## src/rtl/paddle_ctrl.sv

```systemverilog
// Two-player paddle controller: button synchronisers and debouncers,
// per-paddle direction FSM, and saturating position registers that move
// once per video frame.

// Synchroniser and debouncer for one push-button.
module paddle_deb #(
    parameter logic [15:0] DEB_CYCLES = 16'd50000
) (
    input  logic clk_in,
    input  logic i_rst,
    input  logic btn,
    output logic level
);

    logic        sync1;
    logic        sync2;
    logic [15:0] cnt;

    // Two-flop synchroniser, then accept a new level only once it has differed
    // from the accepted level for DEB_CYCLES consecutive cycles.
    always_ff @(posedge clk_in) begin
        if (i_rst) begin
            sync1 <= 1'b0;
            sync2 <= 1'b0;
            cnt   <= 16'd0;
            level <= 1'b0;
        end else begin
            sync1 <= btn;
            sync2 <= sync1;
            if (sync2 != level) begin
                if (cnt == DEB_CYCLES - 16'd1) begin
                    level <= sync2;
                    cnt   <= 16'd0;
                end else begin
                    cnt <= cnt + 16'd1;
                end
            end else begin
                cnt <= 16'd0;
            end
        end
    end

endmodule

// Direction FSM and position register for one paddle.
//
//   state   | meaning
//   --------+-----------------------------------------------
//   IDLE    | no button, or both buttons: paddle holds
//   MOVE_UP | only up accepted: paddle rises STEP per frame
//   MOVE_DN | only down accepted: paddle falls STEP per frame
module paddle_axis #(
    parameter int STEP    = 4,
    parameter int Y_LIMIT = 390,
    parameter int Y_INIT  = 195
) (
    input  logic       clk_in,
    input  logic       i_rst,
    input  logic       up,
    input  logic       dn,
    input  logic       tick,
    input  logic       rc,
    output logic [8:0] pos,
    output logic       moving
);

    typedef enum logic [1:0] {
        IDLE    = 2'd0,
        MOVE_UP = 2'd1,
        MOVE_DN = 2'd2
    } state_t;

    localparam logic [9:0] STEP_W = 10'(STEP);
    localparam logic [9:0] LIM_W  = 10'(Y_LIMIT);
    localparam logic [8:0] INIT_P = 9'(Y_INIT);

    state_t     state;
    logic [9:0] pos_w;
    logic [8:0] pos_nxt;

    // Next position: saturating arithmetic done 10 bits wide so neither end
    // can wrap; a pending recenter overrides any motion on the tick.
    always_comb begin
        pos_w   = {1'b0, pos};
        pos_nxt = pos;
        if (tick) begin
            if (rc) begin
                pos_nxt = INIT_P;
            end else begin
                unique case (state)
                    MOVE_UP: pos_nxt = (pos_w >= STEP_W) ? 9'(pos_w - STEP_W) : 9'd0;
                    MOVE_DN: pos_nxt = ((pos_w + STEP_W) <= LIM_W) ? 9'(pos_w + STEP_W)
                                                                     : 9'(LIM_W);
                    default: pos_nxt = pos;
                endcase
            end
        end
    end

    // State follows the accepted buttons every cycle; outputs are registered.
    always_ff @(posedge clk_in) begin
        if (i_rst) begin
            state  <= IDLE;
            pos    <= INIT_P;
            moving <= 1'b0;
        end else begin
            moving <= (state != IDLE);
            pos    <= pos_nxt;
            unique case ({up, dn})
                2'b10:   state <= MOVE_UP;
                2'b01:   state <= MOVE_DN;
                default: state <= IDLE;
            endcase
        end
    end

endmodule

// Top level: four debounced buttons, frame tick, recenter request, two paddles.
module paddle_ctrl #(
    parameter int          STEP       = 4,
    parameter int          BAR_H      = 90,
    parameter int          Y_MAX      = 390,
    parameter int          Y_INIT     = 195,
    parameter logic [15:0] DEB_CYCLES = 16'd50000
) (
    input  logic       clk_in,
    input  logic       i_rst,
    input  logic       btn_up1,
    input  logic       btn_dn1,
    input  logic       btn_up2,
    input  logic       btn_dn2,
    input  logic [9:0] o_x,
    input  logic [8:0] o_y,
    input  logic       recenter,
    output logic [8:0] pos_yBarra1,
    output logic [8:0] pos_yBarra2,
    output logic       moving1,
    output logic       moving2
);

    // Never let a misconfigured Y_MAX push the paddle bottom past line 479.
    localparam int Y_LIMIT = (Y_MAX < (480 - BAR_H)) ? Y_MAX : (480 - BAR_H);

    logic up1, dn1, up2, dn2;
    logic frame_match;
    logic match_d;
    logic tick;
    logic rc_pend;

    paddle_deb #(.DEB_CYCLES(DEB_CYCLES)) u_deb_up1 (
        .clk_in(clk_in), .i_rst(i_rst), .btn(btn_up1), .level(up1)
    );
    paddle_deb #(.DEB_CYCLES(DEB_CYCLES)) u_deb_dn1 (
        .clk_in(clk_in), .i_rst(i_rst), .btn(btn_dn1), .level(dn1)
    );
    paddle_deb #(.DEB_CYCLES(DEB_CYCLES)) u_deb_up2 (
        .clk_in(clk_in), .i_rst(i_rst), .btn(btn_up2), .level(up2)
    );
    paddle_deb #(.DEB_CYCLES(DEB_CYCLES)) u_deb_dn2 (
        .clk_in(clk_in), .i_rst(i_rst), .btn(btn_dn2), .level(dn2)
    );

    // One tick on the first cycle of the last-pixel match, however long it is held.
    always_comb begin
        frame_match = (o_x == 10'd639) && (o_y == 9'd479);
        tick        = frame_match && !match_d;
    end

    // Match history for edge detection, and the set-dominant recenter request.
    always_ff @(posedge clk_in) begin
        if (i_rst) begin
            match_d <= 1'b0;
            rc_pend <= 1'b0;
        end else begin
            match_d <= frame_match;
            if (recenter) begin
                rc_pend <= 1'b1;
            end else if (tick) begin
                rc_pend <= 1'b0;
            end
        end
    end

    paddle_axis #(.STEP(STEP), .Y_LIMIT(Y_LIMIT), .Y_INIT(Y_INIT)) u_axis1 (
        .clk_in(clk_in), .i_rst(i_rst), .up(up1), .dn(dn1), .tick(tick),
        .rc(rc_pend), .pos(pos_yBarra1), .moving(moving1)
    );

    paddle_axis #(.STEP(STEP), .Y_LIMIT(Y_LIMIT), .Y_INIT(Y_INIT)) u_axis2 (
        .clk_in(clk_in), .i_rst(i_rst), .up(up2), .dn(dn2), .tick(tick),
        .rc(rc_pend), .pos(pos_yBarra2), .moving(moving2)
    );

endmodule

```

## config.mk

```make
export PLATFORM = sky130hd
export DESIGN_NAME = paddle_ctrl
export DESIGN_NICKNAME = d
export VERILOG_FILES = /design/src/rtl/paddle_ctrl.sv
export SDC_FILE = /design/constraint.sdc
export NUM_CORES = 1
export LEC_CHECK = 0
export ABC_AREA = 1
export CAP_MARGIN = 25
export CORE_ASPECT_RATIO = 0.75
export CORE_MARGIN = 5
export CORE_UTILIZATION = 30
export DETAILED_ROUTE_END_ITERATION = 16
export DONT_BUFFER_PORTS = 1
export GPL_TIMING_DRIVEN = 1
export SYNTH_ARGS = -nofsm -noshare
export SYNTH_HDL_FRONTEND = slang
export SYNTH_HIERARCHICAL = 1
export SYNTH_SLANG_ARGS = --single-unit
```

## constraint.sdc

```tcl
create_clock -name clk_in -period 1.8 [get_ports clk_in]
set_input_delay 0.45 -clock clk_in [delete_from_list [all_inputs] [get_ports clk_in]]
set_output_delay 0.45 -clock clk_in [all_outputs]
set_load 0.1 [all_outputs]
```

==> Implementation_results.wiki, run 1 <==
{| class="wikitable"
! Metric !! Value
|-
| Result of the run || completed
|-
| Clock tree from TritonCTS || done
|-
| Worst hold path type || in2reg
|-
| Final-report setup violation count || 0
|-
| Launch point of the critical path || u_axis2/pos[3]$_SDFFE_PP0P_
|-
| N_diodes || 0
|-
| DRC violations left || 0
|-
| Final hold slack || 173 ps
|-
| Reg clk slew, reported paths || 70 ps
|-
| Utilization of the core after routing || 35.1%
|-
| Arrival time of data at the critical path endpoint || 1880 ps
|-
| Count of buffers inserted at the top-level ports || 0
|-
| CP max FO || 6
|-
| Path depth of the worst reg2reg path || 8
|-
| Via count of the first global-routing pass || 4,444
|-
| Depth of the CTS H-tree || 3
|-
| Initial core utilization || 30.7%
|-
| Final WL || 12,200 um
|-
| Post-synthesis area per instance || 6.92 um^2
|-
| Avg Vias per Cell || 4.45
|-
| Tightest Pin Transition || 363 ps
|-
| Number of enable-type register cells in the synthesized netlist || 0
|-
| Total Nets Final || 888
|-
| Post-route design area || 6510 um^2
|-
| Sequential fraction of the synthesis area || 35.9%
|-
| Leak || 2.39 nW
|-
| Global router's overall resource usage || 11.6%
|-
| Leading cell types in the layout, fill and taps excluded || 193 x nand2_1, 108 x nor2_1, 105 x inv_1
|-
| Final std cells w/o fill || 1,104
|-
| Quantity of hold-fixing buffers added after cts || 0
|-
| Async set-or-reset flop fraction in the synthesized netlist || 0%
|-
| Number of sinks driven by the clock tree || 102
|-
| Clock buffer depth || 2
|-
| Syn Std Cell Area || 5690 um^2
|-
| Worst R2R Setup Slack || 170 ps
|-
| Routability cong. || 0.850
|-
| Yosys Warn Count || 6
|-
| Num CTS Buffers || 9
|-
| Chip height || 129 um
|-
| Antenna violations before repair || 0
|-
| Worst-case clock skew || 6.95 ps
|-
| Slew HR || 75.8%
|-
| Clock latency of the later-clocked register in the worst-skew pair || 350 ps
|-
| Most common cell after layout, fill and taps aside || nand2_1
|-
| Length of the first detailed-routing pass in iterations || 5
|-
| Pin count of the biggest net entering global routing || 33
|-
| Worst reg2reg startpoint || u_axis2/pos[3]$_SDFFE_PP0P_
|-
| Time the final worst path needs with I/O delays and setup || 1630 ps
|-
| Detailed placement HPWL || 9390 um
|-
| Floorplan Core Area || 18,600 um^2
|-
| Placed insts || 1,087
|-
| Number of violations reported at the end of detailed-routing iteration 0 || 313
|-
| Worst setup path endpoint || u_axis2/pos[5]$_SDFFE_PP0P_
|-
| Final worst path period share || 90.7%
|-
| Endpoint of the lowest-slack register-to-register path || u_axis2/pos[5]$_SDFFE_PP0P_
|-
| Max cap viols || 0
|-
| VDD IR max || 0.486 mV
|-
| Global-route wire length before repair || 21,000 um
|-
| CP peak stage delay || 370 ps
|-
| Overall die area || 21,900 um^2
|-
| Fraction of final layout cells sized beyond drive strength 1 || 18.1%
|-
| Highest attainable clock frequency || 0.612 GHz
|-
| Unrepaired setup endpoints after global routing || no
|-
| Via total after detailed routing || 4,917
|-
| Cell with the largest stage delay on the worst path || dfxtp_4
|-
| Total overflow reported by the global router || 0
|-
| Net count after synthesis || 859
|-
| Count of boundary I/O pins || 46
|-
| Startpoint type of the worst setup path || flip-flop
|-
| Post-detailed-route wirelength per cell || 11.0 um
|-
| Category of the critical setup timing path || reg2reg
|-
| Count of distinct cell types in the synthesized netlist || 31
|-
| Power density over cell area || 673 nW/um^2
|-
| Horizontal die dimension || 169 um
|-
| Gate Count Post-Synth || 823
|-
| Top_reg_cell synth || dfxtp_1
|-
| Placement Cell Area || 6150 um^2
|-
| Number of nets with antenna violations after routing || 0
|-
| Number of hold violations in the final report || 0
|-
| Data required, critical path || 2040 ps
|-
| CP Capture Type || flip-flop
|-
| Worst-path cell chain || inv_1 > nand3_1 > nor2_1 > inv_1 > a21oi_1 > nor2_1 > nand2_1 > a21oi_1
|-
| Number of synthesized register bits || 102
|-
| Clock root buffer || clkbuf_16
|-
| Max Slew Vio Count || 0
|-
| Total number of placement rows || 43
|-
| Layout area overhead || 14.3%
|}
-- worst max-delay path, delay by kind of cell, from the launching register on --
| kind | cells | cell delay (ps) |
|---|---|---|
| flops | 1 | 370 |
| compound gates | 2 | 270 |
| buf+inv | 2 | 240 |
| simple gates | 4 | 640 |
-- cells in the mapped netlist, drive strengths merged (4+ instances only) --
library cell	number	area share [%]
inv	123	8.1
a21oi	57	5.5
xor2	22	3.4
and2	4	0.53
buf	8	1.5
xnor2	6	0.92
ha	10	2.2
dfxtp	102	36
nor2	133	11
nor3	5	0.44
or2	8	0.88
nand2	215	16
nand4	24	2.6
nand3	68	7.6
o21ai	20	1.8
o211ai	10	1.3
-- final cells by class --
class | instances | area (um^2)
tap | 247 | 309
sequential | 102 | 2070
fill | 1960 | 12100
timing repair buffer | 28 | 214
clock inverter | 4 | 51.3
clock buffer | 12 | 268
multi-input combinational | 588 | 3130
inverter | 123 | 462
-- sequential cells by signal, summed over array words and instances (netlist names), 2 cells and up --
register	count
u_axis2/pos	9
u_axis2/state	2
u_deb_up1/cnt	16
u_deb_dn1/cnt	16
u_axis1/state	2
u_deb_up2/cnt	16
u_axis1/pos	9
u_deb_dn2/cnt	16
-- cells by family (layout without fill, tap and decap cells) --
group	Yosys count	after routing	share of synthesized area (%)
AO/OA/AOI/OAI	91	91	9.10
XOR/XNOR	28	28	4.31
adder cells (fa/ha/maj)	10	10	2.20
buffers and inverters	133	167	9.69
flip-flops	102	102	35.9
AND/OR/NAND/NOR	459	459	38.8
-- worst min-delay path by stage --
stage | start | end | slack [ps] | cells after the start
global placement | u_deb_up1/sync1$_SDFF_PP0_ | u_deb_up1/sync2$_SDFF_PP0_ | 390 | 2
global route | i_rst | u_axis2/pos[2]$_SDFFE_PP0P_ | 140 | 1
CTS | i_rst | u_axis2/pos[2]$_SDFFE_PP0P_ | 140 | 1
finish | i_rst | u_deb_up2/sync1$_SDFF_PP0_ | 170 | 1
detailed placement | u_deb_up1/sync1$_SDFF_PP0_ | u_deb_up1/sync2$_SDFF_PP0_ | 400 | 2
floorplan | u_deb_dn1/sync1$_SDFF_PP0_ | u_deb_dn1/sync2$_SDFF_PP0_ | 390 | 2
-- repair_timing --
item	4_1_cts	5_1_grt
endpoints found under the setup margin	0	8
endpoints found under the hold margin	0	0
gates resized for setup	0	5
setup buffers	0	1
-- per-layer routing --
layer / GRT usage, % / up-vias / part of all wire (%)
met1: 16.8 / 2164 / 53
met2: 17.4 / 92 / 41
met3: 3.17 / 7 / 5.3
met5: 0 / - / 0
met4: 2.41 / 0 / 0.84
li1: - / 2654 / -
-- power breakdown --
group / switching, W / total, W / internal, W / leakage, nW
clock: 0.000849 / 0.00205 / 0.00120 / 0.154
combinational: 0.0000399 / 0.0000593 / 0.0000194 / 1.41
sequential: 0.00000747 / 0.00227 / 0.00226 / 0.827
total: 0.000896 / 0.00438 / 0.00348 / 2.39
-- stage by stage --
step / setup WS (ps) / power [W] / setup TNS, ps
after floorplan: 22.6 / 0.00238 / 0
after global placement: -61.1 / 0.00238 / -386
after detailed placement: -106 / 0.00238 / -891
after CTS: 80.1 / 0.00446 / 0
final: 167 / 0.00438 / 0
after global routing: 15.1 / 0.00456 / 0
No activity file was read; power rests on OpenSTA's default activity.
==> inputs of run 2 (changes only) <==
--- a/config.mk
+++ b/config.mk
@@ -15,5 +15,4 @@
 export GPL_TIMING_DRIVEN = 1
 export SYNTH_ARGS = -nofsm -noshare
 export SYNTH_HDL_FRONTEND = slang
-export SYNTH_HIERARCHICAL = 1
 export SYNTH_SLANG_ARGS = --single-unit
==> Implementation_results.wiki, run 2 <==
{| class="wikitable"
! Metric !! Value
|-
| Overall die area || 20,200 um^2
|-
| Global router's overall resource usage || 11.1%
|-
| Count of boundary I/O pins || 46
|-
| Pin count of the biggest net entering global routing || 32
|-
| Routability cong. || 0.833
|-
| Top_reg_cell synth || dfxtp_1
|-
| Switching part of the total || 19.8%
|-
| Total number of placement rows || 41
|-
| Post-synthesis area per instance || 7.01 um^2
|-
| Net switching power figure || 0.000896 W
|-
| Leak || 2.36 nW
|-
| Power density over cell area || 726 nW/um^2
|-
| CP peak stage delay || 410 ps
|-
| Max Slew Vio Count || 0
|-
| Net count after synthesis || 781
|-
| Placed insts || 1,002
|-
| Worst hold path type || in2reg
|-
| Fraction of final layout cells sized beyond drive strength 1 || 17.1%
|-
| Clock root buffer || clkbuf_16
|-
| Worst Slack Setup Final || 114 ps
|-
| Post-detailed-route wirelength per cell || 10.9 um
|-
| Launch point of the critical path || u_axis1.pos[2]$_SDFFE_PP0P_
|-
| Async set-or-reset flop fraction in the synthesized netlist || 0%
|-
| Worst reg2reg startpoint || u_axis1.pos[2]$_SDFFE_PP0P_
|-
| Number of violations reported at the end of detailed-routing iteration 0 || 259
|-
| Reg clk slew, reported paths || 70 ps
|-
| Data required, critical path || 2070 ps
|-
| Layout area overhead || 19.4%
|-
| Number of synthesized register bits || 102
|-
| Yosys Warn Count || 0
|-
| Detailed placement HPWL || 8320 um
|-
| Time the final worst path needs with I/O delays and setup || 1690 ps
|-
| CP Capture Type || flip-flop
|-
| Worst setup timing slack at the placement stage || 28.4 ps
|-
| Final std cells w/o fill || 1,024
|-
| Cell types occupying the most area after synthesis || dfxtp_1 39%, nand2_1 11%, inv_1 7.1%, nor2_1 6.5%, a21oi_1 5.7%
|-
| Floorplan Core Area || 17,000 um^2
|-
| Utilization of the core after routing || 36.7%
|-
| Gate Count Post-Synth || 745
|-
| Syn Std Cell Area || 5220 um^2
|-
| Part of the total power dissipated in combinational logic || 1.8%
|-
| Global-route wire length before repair || 19,200 um
|-
| Arrival time of data at the critical path endpoint || 1960 ps
|-
| Cell internal pwr || 0.00363 W
|-
| Cell repeated most along the worst path || nand2_1
|-
| Count of distinct cell types in the synthesized netlist || 40
|-
| Count of buffers inserted at the top-level ports || 0
|-
| Startpoint type of the worst setup path || flip-flop
|-
| Fraction of post-synthesis cell area in the top cell type by area || 39.1%
|-
| Worst hold path startpoint || i_rst
|-
| Dominant cell type by area after synthesis || dfxtp_1
|-
| Cell with the largest stage delay on the worst path || dfxtp_4
|-
| Initial core utilization || 30.8%
|-
| Via total after detailed routing || 4,678
|-
| Clock tree from TritonCTS || done
|-
| Via count of the first global-routing pass || 4,212
|-
| VDD IR max || 0.481 mV
|-
| Post-route design area || 6230 um^2
|-
| Tightest Pin Transition || 370 ps
|-
| Total overflow reported by the global router || 0
|-
| Quantity of hold-fixing buffers added after cts || 0
|-
| Cell with the most instances after synthesis || nand2_1
|-
| Total Nets Final || 819
|-
| Highest attainable clock frequency || 0.593 GHz
|-
| Horizontal die dimension || 162 um
|-
| Placement Cell Area || 5750 um^2
|-
| Depth of the CTS H-tree || 3
|-
| N_diodes || 0
|-
| Max cap viols || 0
|-
| Power share of the clock group || 48.1%
|-
| Most common cell after layout, fill and taps aside || nand2_1
|-
| CP max FO || 7
|-
| Worst-path cell chain || inv_2 > ha_1 > inv_2 > a21oi_2 > nor2_1 > nand2_1 > nand2_1 > nand2_2 > nand2_4 > buf_4 > nand2_1 > nand2_1 > a21oi_1
|-
| DRC violations left || 0
|-
| Number of nets with antenna violations after routing || 0
|-
| Result of the run || completed
|-
| Sequential fraction of the synthesis area || 39.1%
|-
| Chip height || 124 um
|-
| Number of hold violations in the final report || 0
|-
| Final-report setup violation count || 0
|-
| Length of the first detailed-routing pass in iterations || 5
|-
| Cell family with the largest share of critical-path delay || simple AND/OR/NAND/NOR gates
|-
| Number of enable-type register cells in the synthesized netlist || 0
|-
| Num CTS Buffers || 9
|-
| Leading cell types in the layout, fill and taps excluded || 155 x nand2_1, 97 x inv_1, 88 x nor2_1
|-
| Slew HR || 75.1%
|-
| Clock latency of the later-clocked register in the worst-skew pair || 340 ps
|-
| Clock buffer depth || 2
|-
| Worst-case clock skew || 9.74 ps
|-
| Category of the critical setup timing path || reg2reg
|-
| Final worst path period share || 93.6%
|-
| Antenna violations before repair || 0
|-
| Number of sinks driven by the clock tree || 102
|-
| Total power draw || 0.00453 W
|-
| Buf+Inv Stages, Crit Path || 3
|-
| Synth cell count leaders || 157 x nand2_1, 102 x dfxtp_1, 99 x inv_1
|-
| Avg Vias per Cell || 4.57
|-
| Part of the total power dissipated in sequential elements || 50.1%
|-
| Final WL || 11,200 um
|}
[run 2: path summary, 6_finish.rpt]
check	cells past startpoint	slack (ps)	endpoint
worst max-delay path	13	110	u_axis1.pos[2]$_SDFFE_PP0P_
worst min-delay path	1	170	u_deb_dn2.sync1$_SDFF_PP0_
worst min register to register	2	410	u_deb_dn2.sync2$_SDFF_PP0_
worst max register to register	13	110	u_axis1.pos[2]$_SDFFE_PP0P_
[run 2: logic make-up (layout without fill, tap and decap cells)]
family                     Yosys count  after routing  share of synthesized area, %
AOI/OAI and AO/OA                  100            100                          10.0
xor gates and xnor gates            17             17                          2.85
adders and majority gates           10             10                          2.40
buffers and inverters              115            158                          8.72
DFF                                102            102                          39.1
and+or+nand+nor                    401            401                          36.9
[run 2: layout make-up]
type / instances / area, um^2
Tap cell: 236 / 295
Clock buffer: 12 / 268
Timing Repair Buffer: 39 / 305
Inverter: 103 / 388
Fill cell: 1792 / 10700
Sequential cell: 102 / 2080
Clock inverter: 4 / 73.8
Multi-Input combinational cell: 528 / 2820
[run 2: per-layer routing]
metal	vias to the layer above	track usage [%]	share of wire, %
met2	97	16.8	41
met1	2063	15.7	52
met5	-	0	0
met3	10	2.81	5.5
met4	0	2.83	0.91
li1	2508	-	-
[run 2: worst reg2reg max path, stage by stage, from the launching register on]
cell     delay, ps
dfxtp_4        410
inv_2           70
ha_1           280
inv_2           40
a21oi_2         90
nor2_1          50
nand2_1         70
nand2_1         80
nand2_2         90
nand2_4         70
buf_4          140
nand2_1         50
nand2_1         50
a21oi_1        120
[run 2: power by group through the flow]
stage               Sequential [W]  Combinational (W)  Clock [W]
global placement           0.00232          0.0000785          0
global route               0.00227          0.0000945    0.00235
floorplan                  0.00232          0.0000692          0
finish                     0.00227          0.0000812    0.00218
CTS                        0.00227          0.0000792    0.00225
detailed placement         0.00232          0.0000785          0
[run 2: through the flow]
step / hold WS [ps] / TNS [ps]
global placement: 393 / 0
global route: 147 / -18.1
floorplan: 388 / -0.103
detailed placement: 408 / 0
CTS: 150 / 0
finish: 167 / 0
[run 2: repair_timing]
| item | CTS | global route |
|---|---|---|
| setup endpoints to repair | 0 | 24 |
| buffers inserted | 0 | 6 |
| resized for setup | 0 | 21 |
==> inputs of run 3 (changes only) <==
--- a/config.mk
+++ b/config.mk
@@ -5,7 +5,6 @@
 export SDC_FILE = /design/constraint.sdc
 export NUM_CORES = 1
 export LEC_CHECK = 0
-export ABC_AREA = 1
 export CAP_MARGIN = 25
 export CORE_ASPECT_RATIO = 0.75
 export CORE_MARGIN = 5
==> Implementation_results.wiki, run 3 <==
{| class="wikitable"
! Metric !! Value
|-
| Result of the run || complete, but fails checks
|-
| Violations in the final reports || negative setup slack
|-
| Quantity of hold-fixing buffers added after cts || 0
|-
| Synth cell count leaders || 102 x dfxtp_1, 93 x nor2_1, 44 x nand2_1
|-
| Avg Vias per Cell || 5.02
|-
| Post-synthesis area per instance || 8.42 um^2
|-
| Tightest Pin Transition || 348 ps
|-
| Total overflow reported by the global router || 0
|-
| DRC violations left || 0
|-
| Number of nets with antenna violations after routing || 0
|-
| Multiplexer share of the synthesized area || 1.59%
|-
| Layout area overhead || 25.2%
|-
| Clock latency of the later-clocked register in the worst-skew pair || 350 ps
|-
| Sequential fraction of the synthesis area || 40.6%
|-
| Arrival time of data at the critical path endpoint || 2150 ps
|-
| Routability cong. || 0.874
|-
| Async set-or-reset flop fraction in the synthesized netlist || 0%
|-
| Final std cells w/o fill || 866
|-
| CP peak stage delay || 380 ps
|-
| Count of distinct cell types in the synthesized netlist || 59
|-
| Reg clk slew, reported paths || 70 ps
|-
| Number of sinks driven by the clock tree || 102
|-
| Antenna violations before repair || 0
|-
| Syn Std Cell Area || 5030 um^2
|-
| Clock root buffer || clkbuf_16
|-
| Post-detailed-route wirelength per cell || 13.8 um
|-
| Fraction of post-synthesis cell area in the top cell type by area || 40.6%
|-
| Worst-case clock skew || 9.09 ps
|-
| Yosys Warn Count || 0
|-
| Final WL || 11,900 um
|-
| Slew HR || 76.6%
|-
| Max Slew Vio Count || 0
|-
| Num CTS Buffers || 9
|-
| Overall die area || 19,500 um^2
|-
| N_diodes || 0
|-
| Cell with the largest stage delay on the worst path || dfxtp_4
|-
| Number of hold violations in the final report || 0
|-
| Horizontal die dimension || 159 um
|-
| Fillers || 1,691
|-
| Placed insts || 848
|-
| Unrepaired setup endpoints after global routing || yes
|-
| Dominant cell type by area after synthesis || dfxtp_1
|-
| Area taken by flip-flops and latches || 2090 um^2
|-
| Number of violations reported at the end of detailed-routing iteration 0 || 287
|-
| Max cap viols || 0
|-
| Worst Slack Setup Final || -113 ps
|-
| Fraction of final layout cells sized beyond drive strength 1 || 22.3%
|-
| Category of the critical setup timing path || reg2reg
|-
| Total power draw || 0.00425 W
|-
| Number of enable-type register cells in the synthesized netlist || 0
|-
| Area fraction in and, or, nand and nor cells after synthesis || 29.6%
|-
| Leading cell types in the layout, fill and taps excluded || 91 x nor2_1, 84 x dfxtp_1, 65 x buf_4
|-
| Initial core utilization || 30.2%
|-
| Total number of placement rows || 41
|-
| Worst-path cell chain || ha_4 > and3_4 > nand3_4 > xnor2_2 > o31a_2 > a31o_1 > a32o_1
|-
| Time the final worst path needs with I/O delays and setup || 1910 ps
|-
| Via count of the first global-routing pass || 4,066
|-
| Cell types occupying the most area after synthesis || dfxtp_1 41%, nor2_1 6.9%, xor2_1 5.6%, xnor2_1 4.7%, nand3_1 3.8%
|-
| Clock buffer depth || 2
|-
| Worst hold path type || in2reg
|-
| Cell with the most instances after synthesis || dfxtp_1
|-
| CP max FO || 5
|-
| Path depth of the worst reg2reg path || 7
|-
| Final worst path period share || 106%
|-
| Floorplan Core Area || 16,600 um^2
|-
| Leak || 2.25 nW
|-
| Highest attainable clock frequency || 0.523 GHz
|-
| Adder and majority gate portion of the synthesized area || 2.49%
|-
| Count of boundary I/O pins || 46
|-
| Final-report setup violation count || 5
|-
| VDD IR max || 0.395 mV
|-
| Number of synthesized register bits || 102
|-
| Clock tree from TritonCTS || done
|-
| Count of buffers inserted at the top-level ports || 0
|-
| Total Neg Setup Slack || -428 ps
|-
| Net count after synthesis || 633
|-
| Pin count of the biggest net entering global routing || 39
|-
| Via total after detailed routing || 4,351
|-
| Main combinational cell family by area after synthesis || simple AND/OR/NAND/NOR gates
|-
| Most common cell after layout, fill and taps aside || nor2_1
|-
| Global router's overall resource usage || 11.8%
|-
| Area share of xor/xnor cells in the synthesized design || 10.3%
|-
| Startpoint type of the worst setup path || flip-flop
|-
| Detailed placement HPWL || 8660 um
|-
| Gate Count Post-Synth || 597
|-
| Chip height || 122 um
|-
| Top_reg_cell synth || dfxtp_1
|-
| Global-route wire length before repair || 19,200 um
|-
| Data required, critical path || 2040 ps
|-
| Multi-input logic area || 3020 um^2
|-
| Power density over cell area || 676 nW/um^2
|-
| Total Nets Final || 683
|-
| Hold path depth || 1
|-
| Synth Area in Compound Gates || 11.2%
|-
| Length of the first detailed-routing pass in iterations || 5
|-
| Depth of the CTS H-tree || 3
|-
| CP Capture Type || flip-flop
|}
run 3: cell types whose count changed in the layout (fill, tap and decap cells not counted), sizes merged, moves of 19 or more:
cell   delta
xnor2    +23
xor2     +19
inv      -82
buf      +31
a21oi    -36
and3     +19
nand2   -119
run 3: cells by family (layout without fill, tap and decap cells):
family          Yosys count  in the layout
compound gates           83             83
xor+xnor                 59             59
fa+ha+maj                10             10
buf+inv                  49            103
flops                   102            102
mux                       8              8
simple gates            286            286
run 3: cell type report:
type	instances	share of cell area (%)
Timing Repair Buffer	70	8.79
Clock buffer	12	4.25
Tap cell	215	4.27
Sequential cell	102	33.3
Inverter	18	1.11
Multi-Input combinational cell	446	47.9
Clock inverter	3	0.378
run 3: routing by layer:
| metal | share of wire, % | routed length [um] | GRT usage (%) | up-vias |
|---|---|---|---|---|
| met5 | 0 | 0 | 0 | - |
| met4 | 0.84 | 100 | 3.20 | 0 |
| met3 | 5.4 | 641 | 3.62 | 13 |
| met2 | 45 | 5330 | 18.3 | 105 |
| met1 | 49 | 5870 | 16.0 | 2045 |
| li1 | - | - | - | 2188 |
run 3: metrics by stage:
stage                     worst slack, ps  instance area [um^2]  util (%)  hold WS, ps
after floorplan                      -213                  5240         -          413
after global placement               -188                  5820      35.0          423
after detailed placement             -252                  5820      35.0          432
after CTS                            -111                  6150      37.0          162
after global routing                 -174                  6290      37.9          160
final                                -113                  6290      37.9          180
run 3: critical path, delay by kind of cell, from the launching register on:
family          cells  cell delay [ps]
fa+ha+maj           1              150
xor+xnor            1              140
flops               1              380
compound gates      3              840
simple gates        2              290
run 3: power by group:
group	internal, W	leakage, nW	switching [W]
Clock	0.00106	0.145	0.000855
Combinational	0.0000324	1.27	0.0000457
Sequential	0.00225	0.829	0.00000643
Total	0.00335	2.25	0.000907
run 3: final timing paths:
| kind | startpoint | endpoint | slack (ps) |
|---|---|---|---|
| hold reg to reg | u_deb_up2.sync1$_SDFF_PP0_ | u_deb_up2.sync2$_SDFF_PP0_ | 440 |
| setup / recovery | u_axis1.pos[2]$_SDFFE_PP0P_ | u_axis1.pos[3]$_SDFFE_PP0P_ | -110 |
| setup reg to reg | u_axis1.pos[2]$_SDFFE_PP0P_ | u_axis1.pos[3]$_SDFFE_PP0P_ | -110 |
| hold / removal | i_rst | u_deb_dn1.sync2$_SDFF_PP0_ | 180 |
run 3: what timing repair did:
item                       in CTS  in global routing
pin swaps                       3                  6
setup endpoints to repair      24                 42
resized for setup               8                 23
buffers inserted                1                  2
